**src/rtl/ram_port_arbiter_if.sv**
```systemverilog
// Master/RAM-side signal bundle for ram_port_arbiter: two requester ports plus the RAM pins.
// "slave" is the arbiter's view; "master" is the view of the masters and RAM driving it.
interface ram_port_arbiter_if #(
   parameter int AW = 16,
   parameter int DW = 16
);
   logic          a_req;
   logic          a_we;
   logic [AW-1:0] a_addr;
   logic [DW-1:0] a_wdata;
   logic          a_gnt;
   logic          a_rvalid;
   logic [DW-1:0] a_rdata;

   logic          b_req;
   logic          b_we;
   logic [AW-1:0] b_addr;
   logic [DW-1:0] b_wdata;
   logic          b_gnt;
   logic          b_rvalid;
   logic [DW-1:0] b_rdata;

   logic [AW-1:0] ram_address;
   logic          ram_wren;
   logic [DW-1:0] ram_data;
   logic [DW-1:0] ram_q;

   modport slave (
      input  a_req, a_we, a_addr, a_wdata,
      input  b_req, b_we, b_addr, b_wdata,
      input  ram_q,
      output a_gnt, a_rvalid, a_rdata,
      output b_gnt, b_rvalid, b_rdata,
      output ram_address, ram_wren, ram_data
   );

   modport master (
      output a_req, a_we, a_addr, a_wdata,
      output b_req, b_we, b_addr, b_wdata,
      output ram_q,
      input  a_gnt, a_rvalid, a_rdata,
      input  b_gnt, b_rvalid, b_rdata,
      input  ram_address, ram_wren, ram_data
   );
endinterface

```
**src/rtl/ram_port_arbiter.sv**
```systemverilog
// Two-port arbiter for a single-port RAM: fixed priority to A, with a starvation guard
// that forces a B grant after MAX_WAIT denied cycles. Read data returns in issue order.
module ram_port_arbiter #(
   parameter int AW       = 16,
   parameter int DW       = 16,
   parameter int RD_LAT   = 2,
   parameter int MAX_WAIT = 4
) (
   input  logic                clock,
   input  logic                reset,
   ram_port_arbiter_if.slave   bus,
   output logic [3:0]          starve_cnt
);
   logic [3:0]        starve_q, starve_d;
   logic              force_b, a_gnt, b_gnt;
   logic [AW-1:0]     addr_q, addr_d;
   logic [DW-1:0]     data_q, data_d;
   logic              wren_q, wren_d;
   logic              iss_vld_q, iss_vld_d;
   logic              iss_port_q, iss_port_d;
   logic [RD_LAT-1:0] tag_vld_q, tag_vld_d;
   logic [RD_LAT-1:0] tag_port_q, tag_port_d;

   assign force_b = (starve_q >= 4'(MAX_WAIT)) & bus.b_req;
   assign a_gnt   = bus.a_req & ~force_b & ~reset;
   assign b_gnt   = bus.b_req & (~bus.a_req | force_b) & ~reset;

   always_comb begin
      addr_d     = addr_q;
      data_d     = data_q;
      wren_d     = 1'b0;
      iss_vld_d  = 1'b0;
      iss_port_d = 1'b0;
      if (a_gnt) begin
         addr_d    = bus.a_addr;
         data_d    = bus.a_wdata;
         wren_d    = bus.a_we;
         iss_vld_d = ~bus.a_we;
      end else if (b_gnt) begin
         addr_d     = bus.b_addr;
         data_d     = bus.b_wdata;
         wren_d     = bus.b_we;
         iss_vld_d  = ~bus.b_we;
         iss_port_d = 1'b1;
      end
   end

   always_comb begin
      if (!bus.b_req || b_gnt) begin
         starve_d = '0;
      end else if (starve_q != 4'hF) begin
         starve_d = starve_q + 4'd1;
      end else begin
         starve_d = starve_q;
      end
   end

   // The tag rides with the access on the RAM pins for one cycle, then ages RD_LAT stages
   // so that its last stage lines up with ram_q for that access.
   always_comb begin
      tag_vld_d     = '0;
      tag_port_d    = '0;
      tag_vld_d[0]  = iss_vld_q;
      tag_port_d[0] = iss_port_q;
      for (int unsigned i = 1; i < RD_LAT; i++) begin
         tag_vld_d[i]  = tag_vld_q[i-1];
         tag_port_d[i] = tag_port_q[i-1];
      end
   end

   always_ff @(posedge clock) begin
      if (reset) begin
         starve_q   <= '0;
         addr_q     <= '0;
         data_q     <= '0;
         wren_q     <= 1'b0;
         iss_vld_q  <= 1'b0;
         iss_port_q <= 1'b0;
         tag_vld_q  <= '0;
         tag_port_q <= '0;
      end else begin
         starve_q   <= starve_d;
         addr_q     <= addr_d;
         data_q     <= data_d;
         wren_q     <= wren_d;
         iss_vld_q  <= iss_vld_d;
         iss_port_q <= iss_port_d;
         tag_vld_q  <= tag_vld_d;
         tag_port_q <= tag_port_d;
      end
   end

   assign bus.a_gnt       = a_gnt;
   assign bus.b_gnt       = b_gnt;
   assign bus.a_rvalid    = tag_vld_q[RD_LAT-1] & ~tag_port_q[RD_LAT-1] & ~reset;
   assign bus.b_rvalid    = tag_vld_q[RD_LAT-1] &  tag_port_q[RD_LAT-1] & ~reset;
   assign bus.a_rdata     = bus.ram_q;
   assign bus.b_rdata     = bus.ram_q;
   assign bus.ram_address = addr_q;
   assign bus.ram_data    = data_q;
   assign bus.ram_wren    = wren_q;
   assign starve_cnt      = starve_q;
endmodule

```
**src/flat_wrapper.sv**
```systemverilog
// flat-port wrapper written by rule: the top's interface ports become plain ports
module ram_port_arbiter_flat 
#(
   parameter int AW       = 16,
   parameter int DW       = 16,
   parameter int RD_LAT   = 2,
   parameter int MAX_WAIT = 4
)
  (clock, reset, starve_cnt, bus_a_req, bus_a_we, bus_a_addr, bus_a_wdata, bus_b_req, bus_b_we, bus_b_addr, bus_b_wdata, bus_ram_q, bus_a_gnt, bus_a_rvalid, bus_a_rdata, bus_b_gnt, bus_b_rvalid, bus_b_rdata, bus_ram_address, bus_ram_wren, bus_ram_data);
  ram_port_arbiter_if #(.AW(AW), .DW(DW)) bus_i ();
  input  logic clock;
  input  logic reset;
  output logic [3:0] starve_cnt;
  input wire logic [$bits(bus_i.a_req)-1:0] bus_a_req;
  input wire logic [$bits(bus_i.a_we)-1:0] bus_a_we;
  input wire logic [$bits(bus_i.a_addr)-1:0] bus_a_addr;
  input wire logic [$bits(bus_i.a_wdata)-1:0] bus_a_wdata;
  input wire logic [$bits(bus_i.b_req)-1:0] bus_b_req;
  input wire logic [$bits(bus_i.b_we)-1:0] bus_b_we;
  input wire logic [$bits(bus_i.b_addr)-1:0] bus_b_addr;
  input wire logic [$bits(bus_i.b_wdata)-1:0] bus_b_wdata;
  input wire logic [$bits(bus_i.ram_q)-1:0] bus_ram_q;
  output wire logic [$bits(bus_i.a_gnt)-1:0] bus_a_gnt;
  output wire logic [$bits(bus_i.a_rvalid)-1:0] bus_a_rvalid;
  output wire logic [$bits(bus_i.a_rdata)-1:0] bus_a_rdata;
  output wire logic [$bits(bus_i.b_gnt)-1:0] bus_b_gnt;
  output wire logic [$bits(bus_i.b_rvalid)-1:0] bus_b_rvalid;
  output wire logic [$bits(bus_i.b_rdata)-1:0] bus_b_rdata;
  output wire logic [$bits(bus_i.ram_address)-1:0] bus_ram_address;
  output wire logic [$bits(bus_i.ram_wren)-1:0] bus_ram_wren;
  output wire logic [$bits(bus_i.ram_data)-1:0] bus_ram_data;
  assign bus_i.a_req = bus_a_req;
  assign bus_i.a_we = bus_a_we;
  assign bus_i.a_addr = bus_a_addr;
  assign bus_i.a_wdata = bus_a_wdata;
  assign bus_i.b_req = bus_b_req;
  assign bus_i.b_we = bus_b_we;
  assign bus_i.b_addr = bus_b_addr;
  assign bus_i.b_wdata = bus_b_wdata;
  assign bus_i.ram_q = bus_ram_q;
  assign bus_a_gnt = bus_i.a_gnt;
  assign bus_a_rvalid = bus_i.a_rvalid;
  assign bus_a_rdata = bus_i.a_rdata;
  assign bus_b_gnt = bus_i.b_gnt;
  assign bus_b_rvalid = bus_i.b_rvalid;
  assign bus_b_rdata = bus_i.b_rdata;
  assign bus_ram_address = bus_i.ram_address;
  assign bus_ram_wren = bus_i.ram_wren;
  assign bus_ram_data = bus_i.ram_data;
  ram_port_arbiter #(.AW(AW), .DW(DW), .RD_LAT(RD_LAT), .MAX_WAIT(MAX_WAIT)) u_core (.clock(clock), .reset(reset), .bus(bus_i), .starve_cnt(starve_cnt));
endmodule
```
**config.mk**
```make
export PLATFORM = sky130hd
export DESIGN_NAME = ram_port_arbiter_flat
export DESIGN_NICKNAME = d
export VERILOG_FILES = /design/src/rtl/ram_port_arbiter_if.sv /design/src/rtl/ram_port_arbiter.sv /design/src/flat_wrapper.sv
export SDC_FILE = /design/constraint.sdc
export NUM_CORES = 1
export LEC_CHECK = 0
export ABC_CLOCK_PERIOD_IN_PS = 2000
export CORE_UTILIZATION = 30
export CTS_CLUSTER_SIZE = 28
export DETAILED_ROUTE_END_ITERATION = 12
export MAX_ROUTING_LAYER = met4
export PLACE_DENSITY = 0.67
export SLEW_MARGIN = 5
export SYNTH_ARGS = -nofsm -noshare
export SYNTH_HDL_FRONTEND = slang
export SYNTH_SLANG_ARGS = --single-unit
```
**constraint.sdc**
```tcl
create_clock -name clock -period 2 [get_ports clock]
set_input_delay 0.6 -clock clock [delete_from_list [all_inputs] [get_ports clock]]
set_output_delay 0.6 -clock clock [all_outputs]
set_load 0.03 [all_outputs]
```
# [After elaboration in Yosys (flattened, before gate mapping)]
# Cells that the tools add are included.
[totals] elab_cells=41 inputBits=86 out_inout_bits=73 regBits=43
[op_classes] addsub=1 n_eq_ne=1 n_mux=9 reduce_logical=5 n_lt_le_gt_ge=1 n_bitwise=16
[op_table] cell="$mux W16" n=4
[op_table] cell="$and A1 B1 Y1" n=9
[op_table] cell="$not A1 Y1" n=6
[op_table] cell="$mux W1" n=5
[op_table] cell="$add A4 B1 Y4 const B" n=1
[op_table] cell="$ge A4 B3 Y1 const B" n=1
[op_table] cell="$ne A4 B4 Y1 const B" n=1
[op_table] cell="$reduce_or A2 Y1" n=2
[op_table] cell="$reduce_bool A2 Y1" n=1
[op_table] cell="$logic_not A1 Y1" n=1
[op_table] cell="$logic_or A1 B1 Y1" n=1
[op_table] cell="$or A1 B1 Y1" n=1

# [Logic depth before layout (Yosys ltp)]
[depth] depth_word=7 ltp_mapped=5 mapped_depth_nobuf=3

# [Worst setup path after synthesis]
# No wires, ideal clock.
[synth_timing] kind="in2out" start="input reset" end="output bus_a_rvalid" required_time_ps=1400 setup_slack_ps=-105 stages=2 path_buffers=1 arrival_time_ps=1505 cell_sequence="buf_2 > nor3b_1"
[synth_between] elab_chain_cells=2
[synth_lines] element="from (decl)" line="flat_wrapper.sv:12" text="input logic reset;"
[synth_lines] element="$not A1 Y1" line="ram_port_arbiter.sv:95" text="assign bus.a_rvalid = tag_vld_q[RD_LAT-1] & ~tag_port_q[RD_LAT-1] & ~reset;"
[synth_lines] element="$and A1 B1 Y1" line="ram_port_arbiter.sv:95"
[synth_lines] element="to (decl)" line="flat_wrapper.sv:24" text="output wire logic [$bits(bus_i.a_rvalid)-1:0] bus_a_rvalid;"
# No other way between the ends.

# [Worst setup path after layout]
[layout_timing] start="input bus_a_req" end="output bus_b_gnt"
[layout_between] elab_chain_cells=4
[layout_lines] element="from (decl)" line="flat_wrapper.sv:14" text="input wire logic [$bits(bus_i.a_req)-1:0] bus_a_req;"
[layout_lines] element="$not A1 Y1" line="ram_port_arbiter.sv:26" text="assign b_gnt = bus.b_req & (~bus.a_req | force_b) & ~reset;"
[layout_lines] element="$or A1 B1 Y1" line="ram_port_arbiter.sv:26"
[layout_lines] element="$and A1 B1 Y1 (2 in a row)" line="ram_port_arbiter.sv:26"
[layout_lines] element="to (decl)" line="flat_wrapper.sv:26" text="output wire logic [$bits(bus_i.b_gnt)-1:0] bus_b_gnt;"
# No other way between the ends.

==> metrics.txt <==
# TYPE chip_impl_metric gauge
chip_impl_info{name="run_status",value="finished, final reports clean"} 1
chip_impl_metric{name="netlist_area",unit="sq um"} 2600
chip_impl_metric{name="final_hold_viol_count",unit=""} 0
chip_impl_metric{name="finalWorstPathRequiredPeriod",unit="ns"} 1.97
chip_impl_metric{name="clock-sinks",unit=""} 43
chip_impl_metric{name="core_area",unit="sq um"} 8300
chip_impl_metric{name="groute.usage.overall",unit="%"} 14.2
chip_impl_metric{name="p_per_area",unit="nW/um^2"} 600
chip_impl_metric{name="number_of_buffers_inserted_to_repair_setup_after_cts",unit=""} 0
chip_impl_metric{name="route.detailed.wl_per_inst",unit="um"} 14.7
chip_impl_metric{name="htreeDepth",unit=""} 2
chip_impl_metric{name="detail-route-antenna-nets",unit=""} 0
chip_impl_info{name="start_kind",value="input port"} 1
chip_impl_metric{name="die-area",unit="sq um"} 9030
chip_impl_metric{name="yosysWarningCount",unit=""} 0
chip_impl_metric{name="grt_pass1_wl",unit="um"} 9670
chip_impl_metric{name="die_h",unit="um"} 95.1
chip_impl_metric{name="num_rows",unit=""} 33
chip_impl_metric{name="die_extent_in_x",unit="um"} 95.1
chip_impl_metric{name="grt_antenna_before_repair",unit=""} 0
chip_impl_metric{name="cap_violations",unit=""} 0
chip_impl_metric{name="synthDistinctLibCells",unit=""} 23
chip_impl_metric{name="drtIter0Drc",unit=""} 50
chip_impl_metric{name="ctsHoldBuffers",unit=""} 0
chip_impl_info{name="post-synth-top-area-cell",value="sky130_fd_sc_hd__dfxtp_1"} 1
chip_impl_metric{name="postLayoutCoreUtil",unit="%"} 43.8
chip_impl_metric{name="maxSlewViolCount",unit=""} 0
chip_impl_metric{name="worst_case_setup_slack_after_placement",unit="ns"} 0.0360
chip_impl_metric{name="final_net_count",unit=""} 411
chip_impl_metric{name="viasPerCell",unit=""} 4.71
chip_impl_metric{name="clock_latency",unit="ns"} 0.29
chip_impl_metric{name="grt-ovfl-total",unit=""} 0
chip_impl_metric{name="grt_pass1_vias",unit=""} 1966
chip_impl_metric{name="ios",unit=""} 159
chip_impl_info{name="ys_top_cells_by_area",value="sky130_fd_sc_hd__dfxtp_1 (33%), sky130_fd_sc_hd__a221oi_2 (17%), sky130_fd_sc_hd__a211oi_2 (14%)"} 1
chip_impl_metric{name="vdd.ir_drop.worst",unit="mV"} 0.299
chip_impl_info{name="layout.cells.most_common_list",value="sky130_fd_sc_hd__clkdlybuf4s50_1 (101), sky130_fd_sc_hd__dfxtp_1 (43), sky130_fd_sc_hd__nor2b_1 (37), sky130_fd_sc_hd__inv_1 (35)"} 1
chip_impl_metric{name="fin_worst_skew",unit="ns"} 0.00700
chip_impl_metric{name="syn-mean-instance-area",unit="sq um"} 10.4
chip_impl_info{name="setup.worst_path.end_class",value="output port"} 1
chip_impl_metric{name="antennaDiodeCount",unit=""} 0
chip_impl_metric{name="timing.final.crit_share",unit="%"} 98.4
chip_impl_metric{name="dr.pass1.iters",unit=""} 4
chip_impl_metric{name="worst-path-max-fanout",unit=""} 2
chip_impl_info{name="hold_start",value="u_core.iss_vld_q"} 1
chip_impl_info{name="worst_reg2reg_path_startpoint",value="u_core.starve_cnt[2]"} 1
chip_impl_info{name="cts_tree",value="done"} 1
chip_impl_metric{name="setup_violations",unit=""} 0
chip_impl_info{name="mostFrequentLayoutCell",value="sky130_fd_sc_hd__clkdlybuf4s50_1"} 1
chip_impl_info{name="hold_class",value="reg2reg"} 1
chip_impl_metric{name="drt-total-wl",unit="um"} 6330
chip_impl_metric{name="synthesized_flop_and_latch_total",unit=""} 43
chip_impl_info{name="ctsRootBufferMaster",value="sky130_fd_sc_hd__clkbuf_8"} 1
chip_impl_metric{name="synthesis.nets",unit=""} 336
chip_impl_metric{name="gp_congestion",unit=""} 0.685
chip_impl_info{name="r2r-end",value="u_core.bus.ram_address[13]"} 1
chip_impl_info{name="path_class",value="in2out"} 1
chip_impl_metric{name="setup_ws",unit="ns"} 0.0317
chip_impl_metric{name="tritoncts.num_buffers",unit=""} 5
chip_impl_metric{name="power.static_leakage",unit="nW"} 1.39
chip_impl_metric{name="place_hpwl",unit="um"} 4530
chip_impl_metric{name="synth-seq-area-share",unit="%"} 33.1
chip_impl_metric{name="largest_net_degree_at_the_start_of_global_routing",unit=""} 65
chip_impl_metric{name="worst_hold_depth",unit=""} 1
chip_impl_metric{name="cts.path.max_buffers",unit=""} 2
chip_impl_metric{name="yosysTopAreaCellShare",unit="%"} 33.1
chip_impl_metric{name="setup-tns-final",unit="ns"} 0
chip_impl_info{name="rsz0062_at_grt",value="no"} 1
chip_impl_metric{name="vias",unit=""} 2025
chip_impl_metric{name="cp.arrival",unit="ns"} 1.37
chip_impl_metric{name="worstPathRequired",unit="ns"} 1.40
chip_impl_metric{name="power",unit="W"} 0.00218
chip_impl_metric{name="post-route-drc-count",unit=""} 0
chip_impl_metric{name="syn_inst",unit=""} 249
chip_impl_info{name="timing.hold.worst_endpoint",value="u_core.tag_vld_q[0]"} 1
chip_impl_metric{name="clock.fmax",unit="GHz"} 0.508
chip_impl_metric{name="post_route_cells_drive_above_1_share",unit="%"} 27.7
chip_impl_metric{name="buffer_ports.inserted",unit=""} 110
chip_impl_metric{name="worst-r2r-cell-count",unit=""} 5
chip_impl_metric{name="syn_to_final_growth",unit="%"} 39.9
chip_impl_metric{name="clk_pin_slew_worst_paths",unit="ns"} 0.08
chip_impl_metric{name="reg2reg_slack",unit="ns"} 0.56
chip_impl_metric{name="starting_density",unit="%"} 31.3
## flip-flops by register name, indices dropped and copies added (netlist names)
signal	cells
u_core.bus.ram_address	16
u_core.bus.ram_data	16
u_core.starve_cnt	4
u_core.tag_port_q	2
u_core.tag_vld_q	2
u_core.bus.ram_wren	1
u_core.iss_port_q	1
u_core.iss_vld_q	1
## routing by layer
metal  up-vias  wire (um)  GRT usage, %
li1        982          -             -
met5         -          0             -
met4         0        102          4.42
met1       950       2780          17.0
met2        75       2970          23.1
met3        18        483          3.83
## Yosys cell counts
| cell | instances |
|---|---|
| sky130_fd_sc_hd__nor2b_1 | 37 |
| sky130_fd_sc_hd__nor3_1 | 1 |
| sky130_fd_sc_hd__a221oi_2 | 30 |
| sky130_fd_sc_hd__buf_4 | 34 |
| sky130_fd_sc_hd__conb_1 | 1 |
| sky130_fd_sc_hd__ha_1 | 1 |
| sky130_fd_sc_hd__nor2b_4 | 1 |
| sky130_fd_sc_hd__and2_1 | 3 |
| sky130_fd_sc_hd__inv_1 | 35 |
| sky130_fd_sc_hd__buf_2 | 9 |
| sky130_fd_sc_hd__a221oi_1 | 2 |
| sky130_fd_sc_hd__and3_1 | 2 |
| sky130_fd_sc_hd__a22o_1 | 2 |
| sky130_fd_sc_hd__nand2b_1 | 1 |
| sky130_fd_sc_hd__or3b_4 | 1 |
| sky130_fd_sc_hd__nor3b_1 | 1 |
| sky130_fd_sc_hd__o21ai_2 | 1 |
| sky130_fd_sc_hd__nor2_1 | 1 |
| sky130_fd_sc_hd__dfxtp_1 | 43 |
| sky130_fd_sc_hd__a211oi_1 | 2 |
| sky130_fd_sc_hd__buf_6 | 7 |
| sky130_fd_sc_hd__clkbuf_1 | 4 |
| sky130_fd_sc_hd__a211oi_2 | 30 |
## area by class of cell
type                            count  area (sq um)
Fill cell                         834          4660
Multi-Input combinational cell    117          1220
Timing Repair Buffer              122          1200
Sequential cell                    43           861
Inverter                           35           131
Tap cell                          105           131
Clock buffer                        7          76.3
Clock inverter                      1          5.00
## critical path: stages
cell and delay, ns:
sky130_fd_sc_hd__buf_2 0.10, sky130_fd_sc_hd__or3b_4 0.37, sky130_fd_sc_hd__nor2b_4 0.13, sky130_fd_sc_hd__buf_4 0.16
## worst max path at each step
stage | from | to | cells after the start
detailed placement | bus_a_req | bus_a_gnt | 4
global placement | bus_a_req | bus_a_gnt | 4
floorplan | bus_a_req | bus_b_gnt | 3
finish | bus_a_req | bus_b_gnt | 4
global route | u_core.starve_cnt[0] | starve_cnt[0] | 1
CTS | bus_a_req | bus_a_gnt | 4
## cell families after synthesis
logic type      synth area share (%)
buf+inv                         20.2
compound gates                  34.1
flops                           33.1
simple gates                    11.9
fa+ha+maj                      0.482
other cells                    0.144
## what timing repair did
item | CTS | global route
gates resized for setup | 2 | 1
endpoints found under the setup margin | 2 | 1
cloned | 0 | 0
## metrics by stage
step                      hold slack, ns  std cells  area [sq um]
after floorplan                    0.414        249          2600
after global placement             0.417        422          3550
after detailed placement           0.423        422          3550
after CTS                          0.442        430          3630
after global routing               0.460        430          3630
final                              0.437        430          3630
## power by group
| part | total (W) | switching [W] | internal (W) |
|---|---|---|---|
| combinational | 0.000696 | 0.000339 | 0.000357 |
| clock | 0.000541 | 0.000296 | 0.000246 |
| sequential | 0.000943 | 0.0000272 | 0.000916 |
| total | 0.00218 | 0.000662 | 0.00152 |
(Power assumes the default switching activity.)
